**src/rtl/rtc_bus_controller_if.sv**
```systemverilog
// Bundles the signals between the host, the RTC bus controller and the RTC.
//
// Host handshake:
//   trabaje      transaction request (host -> controller)
//   lea_escriba  1 = read, 0 = write
//   direccion    RTC register address
//   dato_in      write data
//   rtc_work     busy flag (controller -> host)
//   tome         one-cycle pulse: dato_out holds fresh read data
//   dato_out     last byte read from the RTC
// Multiplexed RTC bus:
//   cs_n, rd_n, wr_n  active-low chip select and strobes
//   a_d          0 = address phase, 1 = data phase
//   ad_o, ad_oe  value driven on the AD bus and its output enable
//   ad_i         AD bus value returned by the RTC
//
// The master modport is the environment (host plus RTC). The slave modport is
// the controller.
interface rtc_bus_controller_if;
    logic       trabaje;
    logic       lea_escriba;
    logic [7:0] direccion;
    logic [7:0] dato_in;
    logic       rtc_work;
    logic       tome;
    logic [7:0] dato_out;
    logic       cs_n;
    logic       rd_n;
    logic       wr_n;
    logic       a_d;
    logic [7:0] ad_o;
    logic       ad_oe;
    logic [7:0] ad_i;

    modport master (
        output trabaje, lea_escriba, direccion, dato_in, ad_i,
        input  rtc_work, tome, dato_out, cs_n, rd_n, wr_n, a_d, ad_o, ad_oe
    );

    modport slave (
        input  trabaje, lea_escriba, direccion, dato_in, ad_i,
        output rtc_work, tome, dato_out, cs_n, rd_n, wr_n, a_d, ad_o, ad_oe
    );
endinterface

```
**src/rtl/rtc_bus_controller.sv**
```systemverilog
// Multiplexed-bus RTC controller. One request runs an address phase (address
// always written), a gap with cs_n high, then a data phase that either writes
// dato_in or reads the RTC into dato_out.
//
// Ports:
//   clk    system clock, rising edge
//   reset  synchronous, active-high
//   bus    rtc_bus_controller_if.slave (host handshake and RTC bus)
//
// Parameters (all must be >= 1):
//   T_SETUP  cycles from address/data valid to strobe assertion
//   T_PULSE  cycles a strobe is held low
//   T_HOLD   cycles address/data stay driven after strobe release
//   T_GAP    cycles cs_n is high between address and data phases
module rtc_bus_controller #(
    parameter int unsigned T_SETUP = 2,
    parameter int unsigned T_PULSE = 7,
    parameter int unsigned T_HOLD  = 2,
    parameter int unsigned T_GAP   = 4
) (
    input logic             clk,
    input logic             reset,
    rtc_bus_controller_if.slave bus
);

    localparam int unsigned T_MAX_A = (T_SETUP > T_PULSE) ? T_SETUP : T_PULSE;
    localparam int unsigned T_MAX_B = (T_HOLD > T_GAP) ? T_HOLD : T_GAP;
    localparam int unsigned T_MAX   = (T_MAX_A > T_MAX_B) ? T_MAX_A : T_MAX_B;
    // The counter holds duration-1, so it never needs to reach T_MAX.
    localparam int unsigned CNT_W   = (T_MAX > 1) ? $clog2(T_MAX) : 1;

    localparam logic [3:0] S_IDLE     = 4'd0;
    localparam logic [3:0] S_A_SETUP  = 4'd1;
    localparam logic [3:0] S_A_STROBE = 4'd2;
    localparam logic [3:0] S_A_HOLD   = 4'd3;
    localparam logic [3:0] S_GAP      = 4'd4;
    localparam logic [3:0] S_D_SETUP  = 4'd5;
    localparam logic [3:0] S_D_STROBE = 4'd6;
    localparam logic [3:0] S_D_HOLD   = 4'd7;
    localparam logic [3:0] S_DONE     = 4'd8;

    function automatic logic [CNT_W-1:0] load_of(input int unsigned t);
        return CNT_W'(t - 1);
    endfunction

    logic [3:0]       state_q, state_d;
    logic [CNT_W-1:0] cnt_q, cnt_d;
    logic             rd_q, rd_d;
    logic [7:0]       addr_q, addr_d;
    logic [7:0]       data_q, data_d;

    logic       rtc_work_q, rtc_work_d;
    logic       tome_q, tome_d;
    logic [7:0] dato_out_q, dato_out_d;
    logic       cs_n_q, cs_n_d;
    logic       rd_n_q, rd_n_d;
    logic       wr_n_q, wr_n_d;
    logic       a_d_q, a_d_d;
    logic       ad_oe_q, ad_oe_d;
    logic [7:0] ad_o_q, ad_o_d;

    logic             last;
    logic [3:0]       nxt_state;
    logic [CNT_W-1:0] nxt_load;
    logic             in_a;
    logic             in_d;

    // Sequencing: every timed state hands over to a successor with a fresh
    // count when the shared down-counter reaches zero.
    always_comb begin
        state_d   = state_q;
        cnt_d     = cnt_q;
        rd_d      = rd_q;
        addr_d    = addr_q;
        data_d    = data_q;
        last      = (cnt_q == '0);
        nxt_state = S_IDLE;
        nxt_load  = '0;

        case (state_q)
            S_A_SETUP:  begin nxt_state = S_A_STROBE; nxt_load = load_of(T_PULSE); end
            S_A_STROBE: begin nxt_state = S_A_HOLD;   nxt_load = load_of(T_HOLD);  end
            S_A_HOLD:   begin nxt_state = S_GAP;      nxt_load = load_of(T_GAP);   end
            S_GAP:      begin nxt_state = S_D_SETUP;  nxt_load = load_of(T_SETUP); end
            S_D_SETUP:  begin nxt_state = S_D_STROBE; nxt_load = load_of(T_PULSE); end
            S_D_STROBE: begin nxt_state = S_D_HOLD;   nxt_load = load_of(T_HOLD);  end
            S_D_HOLD:   begin nxt_state = S_DONE;     nxt_load = '0;               end
            default:    begin nxt_state = S_IDLE;     nxt_load = '0;               end
        endcase

        if (state_q == S_IDLE) begin
            // Requests are only looked at here, so a busy controller ignores them.
            if (bus.trabaje) begin
                state_d = S_A_SETUP;
                cnt_d   = load_of(T_SETUP);
                rd_d    = bus.lea_escriba;
                addr_d  = bus.direccion;
                data_d  = bus.dato_in;
            end
        end else if (state_q == S_DONE || state_q > S_DONE) begin
            state_d = S_IDLE;
            cnt_d   = '0;
        end else if (last) begin
            state_d = nxt_state;
            cnt_d   = nxt_load;
        end else begin
            cnt_d = cnt_q - CNT_W'(1);
        end
    end

    // Outputs are decoded from the next state and registered, so each pin
    // already shows the new state's value in that state's first cycle.
    always_comb begin
        in_a = (state_d == S_A_SETUP) || (state_d == S_A_STROBE) || (state_d == S_A_HOLD);
        in_d = (state_d == S_D_SETUP) || (state_d == S_D_STROBE) || (state_d == S_D_HOLD);

        cs_n_d     = !(in_a || in_d);
        a_d_d      = !in_a;
        ad_oe_d    = in_a || (in_d && !rd_d);
        ad_o_d     = in_a ? addr_d : ((in_d && !rd_d) ? data_d : 8'h00);
        wr_n_d     = !((state_d == S_A_STROBE) || ((state_d == S_D_STROBE) && !rd_d));
        rd_n_d     = !((state_d == S_D_STROBE) && rd_d);
        rtc_work_d = (state_d != S_IDLE);
        tome_d     = (state_d == S_DONE) && rd_d;

        // Capture on the last strobe cycle while rd_n is still low.
        dato_out_d = dato_out_q;
        if ((state_q == S_D_STROBE) && last && rd_q) begin
            dato_out_d = bus.ad_i;
        end
    end

    always_ff @(posedge clk) begin
        if (reset) begin
            state_q    <= S_IDLE;
            cnt_q      <= '0;
            rd_q       <= 1'b0;
            addr_q     <= 8'h00;
            data_q     <= 8'h00;
            rtc_work_q <= 1'b0;
            tome_q     <= 1'b0;
            dato_out_q <= 8'h00;
            cs_n_q     <= 1'b1;
            rd_n_q     <= 1'b1;
            wr_n_q     <= 1'b1;
            a_d_q      <= 1'b1;
            ad_oe_q    <= 1'b0;
            ad_o_q     <= 8'h00;
        end else begin
            state_q    <= state_d;
            cnt_q      <= cnt_d;
            rd_q       <= rd_d;
            addr_q     <= addr_d;
            data_q     <= data_d;
            rtc_work_q <= rtc_work_d;
            tome_q     <= tome_d;
            dato_out_q <= dato_out_d;
            cs_n_q     <= cs_n_d;
            rd_n_q     <= rd_n_d;
            wr_n_q     <= wr_n_d;
            a_d_q      <= a_d_d;
            ad_oe_q    <= ad_oe_d;
            ad_o_q     <= ad_o_d;
        end
    end

    assign bus.rtc_work = rtc_work_q;
    assign bus.tome     = tome_q;
    assign bus.dato_out = dato_out_q;
    assign bus.cs_n     = cs_n_q;
    assign bus.rd_n     = rd_n_q;
    assign bus.wr_n     = wr_n_q;
    assign bus.a_d      = a_d_q;
    assign bus.ad_oe    = ad_oe_q;
    assign bus.ad_o     = ad_o_q;

endmodule

```
**src/flat_wrapper.sv**
```systemverilog
// flat-port wrapper written by rule: the top's interface ports become plain ports
module rtc_bus_controller_flat 
#(
    parameter int unsigned T_SETUP = 2,
    parameter int unsigned T_PULSE = 7,
    parameter int unsigned T_HOLD  = 2,
    parameter int unsigned T_GAP   = 4
)
  (clk, reset, bus_trabaje, bus_lea_escriba, bus_direccion, bus_dato_in, bus_ad_i, bus_rtc_work, bus_tome, bus_dato_out, bus_cs_n, bus_rd_n, bus_wr_n, bus_a_d, bus_ad_o, bus_ad_oe);
  rtc_bus_controller_if bus_i ();
  input logic clk;
  input logic reset;
  input wire logic [$bits(bus_i.trabaje)-1:0] bus_trabaje;
  input wire logic [$bits(bus_i.lea_escriba)-1:0] bus_lea_escriba;
  input wire logic [$bits(bus_i.direccion)-1:0] bus_direccion;
  input wire logic [$bits(bus_i.dato_in)-1:0] bus_dato_in;
  input wire logic [$bits(bus_i.ad_i)-1:0] bus_ad_i;
  output wire logic [$bits(bus_i.rtc_work)-1:0] bus_rtc_work;
  output wire logic [$bits(bus_i.tome)-1:0] bus_tome;
  output wire logic [$bits(bus_i.dato_out)-1:0] bus_dato_out;
  output wire logic [$bits(bus_i.cs_n)-1:0] bus_cs_n;
  output wire logic [$bits(bus_i.rd_n)-1:0] bus_rd_n;
  output wire logic [$bits(bus_i.wr_n)-1:0] bus_wr_n;
  output wire logic [$bits(bus_i.a_d)-1:0] bus_a_d;
  output wire logic [$bits(bus_i.ad_o)-1:0] bus_ad_o;
  output wire logic [$bits(bus_i.ad_oe)-1:0] bus_ad_oe;
  assign bus_i.trabaje = bus_trabaje;
  assign bus_i.lea_escriba = bus_lea_escriba;
  assign bus_i.direccion = bus_direccion;
  assign bus_i.dato_in = bus_dato_in;
  assign bus_i.ad_i = bus_ad_i;
  assign bus_rtc_work = bus_i.rtc_work;
  assign bus_tome = bus_i.tome;
  assign bus_dato_out = bus_i.dato_out;
  assign bus_cs_n = bus_i.cs_n;
  assign bus_rd_n = bus_i.rd_n;
  assign bus_wr_n = bus_i.wr_n;
  assign bus_a_d = bus_i.a_d;
  assign bus_ad_o = bus_i.ad_o;
  assign bus_ad_oe = bus_i.ad_oe;
  rtc_bus_controller #(.T_SETUP(T_SETUP), .T_PULSE(T_PULSE), .T_HOLD(T_HOLD), .T_GAP(T_GAP)) u_core (.clk(clk), .reset(reset), .bus(bus_i));
endmodule
```
**config.mk**
```make
export PLATFORM = sky130hd
export DESIGN_NAME = rtc_bus_controller_flat
export DESIGN_NICKNAME = d
export VERILOG_FILES = /design/src/rtl/rtc_bus_controller_if.sv /design/src/rtl/rtc_bus_controller.sv /design/src/flat_wrapper.sv
export SDC_FILE = /design/constraint.sdc
export NUM_CORES = 1
export LEC_CHECK = 0
export ABC_AREA = 1
export ABC_CLOCK_PERIOD_IN_PS = 2900
export CORE_AREA = 3 3 68 70
export DETAILED_ROUTE_END_ITERATION = 8
export DIE_AREA = 0 0 71 73
export PLACE_DENSITY = 0.82
export SYNTH_ARGS = -nofsm -noshare
export SYNTH_HDL_FRONTEND = slang
export SYNTH_SLANG_ARGS = --single-unit
```
**constraint.sdc**
```tcl
create_clock -name clk -period 2.9 [get_ports clk]
set_input_delay 0.435 -clock clk [delete_from_list [all_inputs] [get_ports clk]]
set_output_delay 0.435 -clock clk [all_outputs]
set_load 0.01 [all_outputs]
```
==> out/results.tsv <==
metric	value	unit
hold_buf cts	0	
Arrival @ worst endpoint	2.24	ns
Async SR Flop Fraction	0	%
reg-to-reg slack, setup	0.89	ns
Die Y	73	µm
Hold Crit Depth	2	
Tightest Hold Check Type	register to register	
DRT Wirelength	4.64	mm
CTS buffer count	5	
1st-iter DRT viols	92	
register share of total power	49.1	%
H-tree depth	2	
TritonCTS Sinks	47	
Std-Cell Rows	23	
Cell Area, Synth	2120	µm²
share of layout cells above drive strength 1	11.8	%
core box area	4030	µm²
CTS-repair resized insts	0	
Max clock buf depth	2	
worst reg2reg endpoint	u_core.bus.dato_out[2]	
CTS tree	yes	
fill count	366	
f_max	499	MHz
Post-DRT Antenna Nets	0	
RSZ-0062 raised after global routing	no	
Worst R2R Start	u_core.cnt_q[0]	
status	completed	
Pre-antenna DRT Iters	5	
Die Area	5180	µm²
Via density	5.08	
CP Data Required Time	3.13	ns
largest net degree at the start of global routing	26	
Wirelength per Cell	12.4	µm
flops & latches, synth	47	
Hold Crit Start	u_core.cnt_q[2]	
setup ws final	0.894	ns
peak supply drop	0.365	mV
combinational share of power	23.0	%
CP Capture Type	register	
worst-margin pin slew	0.533	ns
total number of vias	1893	
fin nets	352	
die extent in x	71	µm
max-cap violations	0	
clock transition at the registers of the reported paths	0.08	ns
largest family of logic cells by synthesized area	simple AND/OR/NAND/NOR gates	
Power Dens Cells	544	nW/µm²
Synth Area in Adders	1.18	%
Mapped Cells	276	
P_sw	0.000436	W
root buf cell	clkbuf_8	
crit path kind	register to register	
flip-flop and latch area	941	µm²
setup TNS	0	ns
Starting Density	52.5	%
Final Max Tran Viols	0	
RD Place Congestion	0.916	
Clock Skew	0.0130	ns
HPWL Detailed	3.42	mm
EDFF count, synth	0	
syn_nets	306	
crit start category	register	
post-synthesis xor/xnor area fraction	0	%
Synth Flop Type	dfxtp_1	
Worst Hold Path EP	u_core.cnt_q[2]	
Seq/Total Area, Yosys	44.5	%
final setup vio count	0	
slew margin rel.	64.3	%
worst slack, placed	0.960	ns
Post-CTS Setup Bufs	0	
Hold Vio Cnt, Final	0	
synth warn	0	
simple-gate share of the synthesized area	31.8	%
multiplexer area fraction after synthesis	0	%
Mapped Avg Cell Area	7.67	µm²
I/O Buffers	50	
Area Growth Syn to Fin	27.9	%
total global routing track utilization	19.1	%
area of the multi-input gates	957	µm²
Sw Ratio	29.6	%
Period minus WS final	2.01	ns
first-pass GRT wire length	7.85	mm
Residual DRC	0	
crit path max fanout	9	
Clock power frac	27.9	%
Final Cycle Share	69.2	%
initial antenna violation count	0	
depth of the most critical reg-to-reg path	7	
grt ovf	0	
Internal Power	0.00104	W
number of top-level pins	51	
synth unique cells	27	
post-synthesis compound-gate area fraction	12.2	%
vias in the first global route	1783	
Clock Latency Late Sink	0.30	ns
number of diodes	0	
cell leakage power	1.13	nW
==> how the worst max path moves through the flow <==
stage,startpoint,to,slack [ns],depth (start not counted)
after detailed placement,u_core.cnt_q[0],u_core.bus.dato_out[2],0.96,7
after global routing,u_core.cnt_q[0],u_core.bus.dato_out[3],0.67,7
after floorplan,u_core.cnt_q[0],u_core.bus.ad_o[5],1.24,10
final,u_core.cnt_q[0],u_core.bus.dato_out[2],0.89,7
after CTS,u_core.cnt_q[0],u_core.bus.dato_out[2],0.92,7
after global placement,bus_trabaje,u_core.bus.ad_o[5],0.98,8
==> per-layer routing <==
layer / up-vias / part of all wire [%] / GRT usage (%)
met1: 834 / 45 / 23.7
li1: 979 / - / -
met4: 0 / 2.3 / 8.35
met3: 16 / 7.9 / 7.16
met5: - / 0 / 0
met2: 64 / 45 / 29.6
==> stage by stage <==
stage | area [µm²] | power (W) | hold slack (ns) | cells | utilization (%)
2_1_floorplan | 2120 | 0.000965 | 0.443 | 276 | -
3_3_place_gp | 2610 | 0.00106 | 0.452 | 365 | 64.8
3_5_place_dp | 2610 | 0.00107 | 0.458 | 365 | 64.8
4_1_cts | 2710 | 0.00148 | 0.470 | 373 | 67.1
5_1_grt | 2710 | 0.00155 | 0.484 | 373 | 67.1
6_report | 2710 | 0.00147 | 0.467 | 373 | 67.1
==> cells in the mapped netlist (2+ instances only) <==
cell      number  area [µm²]
nand3_1       14        70.1
buf_6          2        22.5
nor2_1        29         109
ha_1           2        25.0
nor2_4         5        56.3
a21oi_1        7        35.0
clkbuf_1       3        11.3
o21ai_2        8        70.1
dfxtp_1       47         941
o21ai_0       27         135
nand4_1       12        75.1
buf_4          4        30.0
o21ai_1        2        10.0
nor2_2         6        37.5
buf_2          4        20.0
inv_1         32         120
nand2_2        2        12.5
nor3_1         9        45.0
nand2_1       52         195
nand3_2        2        20.0
==> power groups by stage <==
stage               Sequential (W)  Combinational [W]  Clock, W
finish                    0.000723           0.000338  0.000410
CTS                       0.000723           0.000340  0.000418
global placement          0.000735           0.000329         0
detailed placement        0.000738           0.000336         0
global route              0.000728           0.000382  0.000440
floorplan                 0.000739           0.000226         0
==> cell type report <==
| class | instances | area share (%) |
|---|---|---|
| tap | 50 | 2.31 |
| inverter | 35 | 4.95 |
| timing repair buffer | 52 | 19.1 |
| multi-input combinational | 181 | 35.4 |
| clock buffer | 7 | 3.19 |
| clock inverter | 1 | 0.324 |
| sequential | 47 | 34.8 |
==> cell usage in the layout (no fill, tap or decap) <==
master / Yosys / layout
nand2_2: 2 / 2
clkinv_1: 1 / 1
clkbuf_8: 0 / 6
nor2_8: 1 / 1
nand4_1: 12 / 12
clkbuf_1: 3 / 1
dfxtp_1: 47 / 47
buf_4: 4 / 2
o21ai_0: 27 / 27
nand4_2: 1 / 1
nor3_1: 9 / 9
nand3_2: 2 / 2
inv_1: 32 / 32
ha_1: 2 / 2
o21ai_1: 2 / 2
o21ai_2: 8 / 8
clkinv_4: 0 / 1
nand3_1: 14 / 14
inv_2: 1 / 1
a21oi_1: 7 / 7
a21oi_2: 1 / 1
nand2_1: 52 / 52
nor2_2: 6 / 6
clkdlybuf4s50_1: 0 / 50
nor2_1: 29 / 29
inv_4: 1 / 1
nand2_8: 1 / 1
nor2_4: 5 / 5
==> cell families after synthesis <==
| family | Yosys count |
|---|---|
| flops | 47 |
| fa+ha+maj | 2 |
| buf+inv | 48 |
| compound gates | 45 |
| simple gates | 134 |
==> critical path, stage by stage (launching register included) <==
cell	delay, ns
dfxtp_1	0.33
inv_1	0.06
ha_1	0.14
ha_1	0.35
nand4_1	0.36
nor2_1	0.43
o21ai_0	0.14
nor2_1	0.12
==> flip-flops by register name (all words and copies together) (netlist names), 3 cells and up <==
name,cells
u_core.addr_q,8
u_core.bus.ad_o,8
u_core.bus.dato_out,8
u_core.cnt_q,3
u_core.data_q,8
u_core.state_q,4
No activity file was read; power rests on OpenSTA's default activity.
==> variant, RTL diff (same flow settings) <==
`T_HOLD` is set to 2 in 2 places; all go to 4.
--- a/src/rtl/rtc_bus_controller.sv
+++ b/src/rtl/rtc_bus_controller.sv
@@ -15,7 +15,7 @@
 module rtc_bus_controller #(
     parameter int unsigned T_SETUP = 2,
     parameter int unsigned T_PULSE = 7,
-    parameter int unsigned T_HOLD  = 2,
+    parameter int unsigned T_HOLD  = 4,
     parameter int unsigned T_GAP   = 4
 ) (
     input logic             clk,
--- a/src/flat_wrapper.sv
+++ b/src/flat_wrapper.sv
@@ -3,7 +3,7 @@
 #(
     parameter int unsigned T_SETUP = 2,
     parameter int unsigned T_PULSE = 7,
-    parameter int unsigned T_HOLD  = 2,
+    parameter int unsigned T_HOLD  = 4,
     parameter int unsigned T_GAP   = 4
 )
   (clk, reset, bus_trabaje, bus_lea_escriba, bus_direccion, bus_dato_in, bus_ad_i, bus_rtc_work, bus_tome, bus_dato_out, bus_cs_n, bus_rd_n, bus_wr_n, bus_a_d, bus_ad_o, bus_ad_oe);
Behaviour: no difference found for any inputs over 10 cycles, from zero or initial values and one cycle with reset high; that may be too few to reach the edited logic, so the function may still have changed.
==> variant against the unedited design <==
Cell area shrank 2.9%; synthesized cell count decreased by 1.8%; total power rose by 2.5%; core utilization shrank 2.0 points; sequential cell count unchanged; wire length fell by 7.4%; non-clock buffer count decreased by 1; maximum frequency decreased by 0.81%; worst setup slack got worse by 0.016 ns; die area unchanged; area after synthesis shrank 5.6%; critical path type unchanged; critical endpoint is now u_core.bus.ad_o[4]; largest power group unchanged.
==> variant: results (changes against the unedited design) <==
FFs w/ async S/R, synth=0% (unchanged); antenna violations before repair=0 (unchanged); IO buf count=50 (unchanged); Clock Latency Late Sink=0.30 ns (about the same); first-pass GRT wire length=7210 um (-8.1%); CP max stage cell=ha_1; Placer Congestion=0.862 (-6.0%); Longest Clk Path Bufs=2 (unchanged); Iteration-0 DRC Markers=102 (+11%); CP max stage delay=0.34 ns (-0.09 ns); Fillers=355 (-3.0%); Max Fanout on Critical Path=11 (+2); fin nets=348 (-1.1%); n_diodes=0 (unchanged); Synth area leaders=dfxtp_1 47%, nand2_1 17%, a21oi_1 7.3%; Synth Net Count=301 (-1.6%); multiplexer share of the synthesized area=0% (unchanged); DP HPWL=3230 um (-5.7%); routed via count=1825 (-3.6%); H-Tree Depth=2 (unchanged); Root Buffer=clkbuf_8; pin count of the biggest net entering global routing=27 (+3.8%); Post-Synth XOR/XNOR Area=0% (unchanged); Adder-Cell Fraction of Synth Area=1.25% (+0.070 points); clock skew=0.00603 ns (-0.00699 ns); gr usage total=17.4% (-1.7 points); post-synth cell types=28 (+3.7%); VDD IR-drop max=248 uV (-32%); vias in the first global route=1672 (-6.2%); first drt pass iteration count=4 (-1); leakage=0.00116 uW (+2.2%); register area share after synthesis=47.1% (+2.6 points); layout cells sized above 1=7.21% (-4.6 points); WL per Instance=11.6 um (-6.4%); Tightest Hold Check Type=flip-flop to flip-flop; Worst-path clk slew=0.08 ns (about the same); postcts setup bufs=0 (unchanged); commonest cells in the netlist=89 x nand2_1, 47 x dfxtp_1, 29 x a21oi_1; status=finished clean; number of CTS-inserted buffers=5 (unchanged); Gates resized, CTS repair=0 (unchanged); yosys warns=0 (unchanged); Worst Tran Pin Value=0.673 ns (+0.140 ns); Top FF cell, synth=dfxtp_1; Synth Area in Compound Gates=11.6% (-0.66 points)
## variant: changes by cell type after synthesis, moves of 8 or more
| cell | delta |
|---|---|
| a21oi_1 | +22 |
| nand2_1 | +37 |
| o21ai_2 | -8 |
| o21ai_0 | -23 |
| nand4_1 | -11 |
| nor2_1 | -12 |
## variant: cell families (layout without fill, tap and decap cells)
| group | count (synthesis) | in the layout |
|---|---|---|
| and+or+nand+nor | 141 | 141 |
| AOI/OAI and AO/OA | 42 | 42 |
| DFF | 47 | 47 |
| adders and majority gates | 2 | 2 |
| buffers and inverters | 39 | 87 |
## variant: critical path, delay by kind of cell (launching register included)
kind / cells / cell delay [ns]
simple gates: 6 / 0.96
fa+ha+maj: 2 / 0.49
flops: 1 / 0.32
buf+inv: 2 / 0.16
## variant: layout make-up
| cell class | count | area (um2) | area share (%) |
|---|---|---|---|
| sequential | 47 | 941 | 35.8 |
| multi-input combinational | 185 | 890 | 33.9 |
| timing repair buffer | 51 | 508 | 19.3 |
| inverter | 28 | 108 | 4.10 |
| clock buffer | 6 | 82.6 | 3.14 |
| tap | 50 | 62.6 | 2.38 |
| clock inverter | 2 | 35.0 | 1.33 |
## variant: per-layer routing
layer / routed length (um) / GRT usage, % / part of all wire (%)
met4: 76 / 7.10 / 1.8
met3: 189 / 4.82 / 4.4
met1: 1970 / 21.8 / 46
met5: 0 / 0 / 0
met2: 2070 / 28.1 / 48
## variant: stage by stage
stage               setup slack (ns)  hold WS [ns]  std cells  total power, uW  area [um2]
floorplan                       1.23         0.443        271              924        2000
global placement               0.840         0.449        361             1020        2510
detailed placement             0.782         0.454        361             1030        2510
CTS                            0.915         0.467        369             1520        2630
global route                   0.688         0.486        369             1590        2630
finish                         0.878         0.464        369             1510        2630
## variant: worst paths after layout
path	cells past startpoint	to	slack, ns	startpoint
setup / recovery	10	u_core.bus.ad_o[4]	0.88	u_core.cnt_q[0]
hold / removal	2	u_core.cnt_q[2]	0.46	u_core.cnt_q[2]
setup reg to reg	10	u_core.bus.ad_o[4]	0.88	u_core.cnt_q[0]
hold reg to reg	2	u_core.cnt_q[2]	0.46	u_core.cnt_q[2]
## variant: power by group
| group | switching (uW) | internal, uW |
|---|---|---|
| Sequential | 19.4 | 690 |
| Combinational | 173 | 135 |
| Clock | 211 | 279 |
| Total | 403 | 1100 |
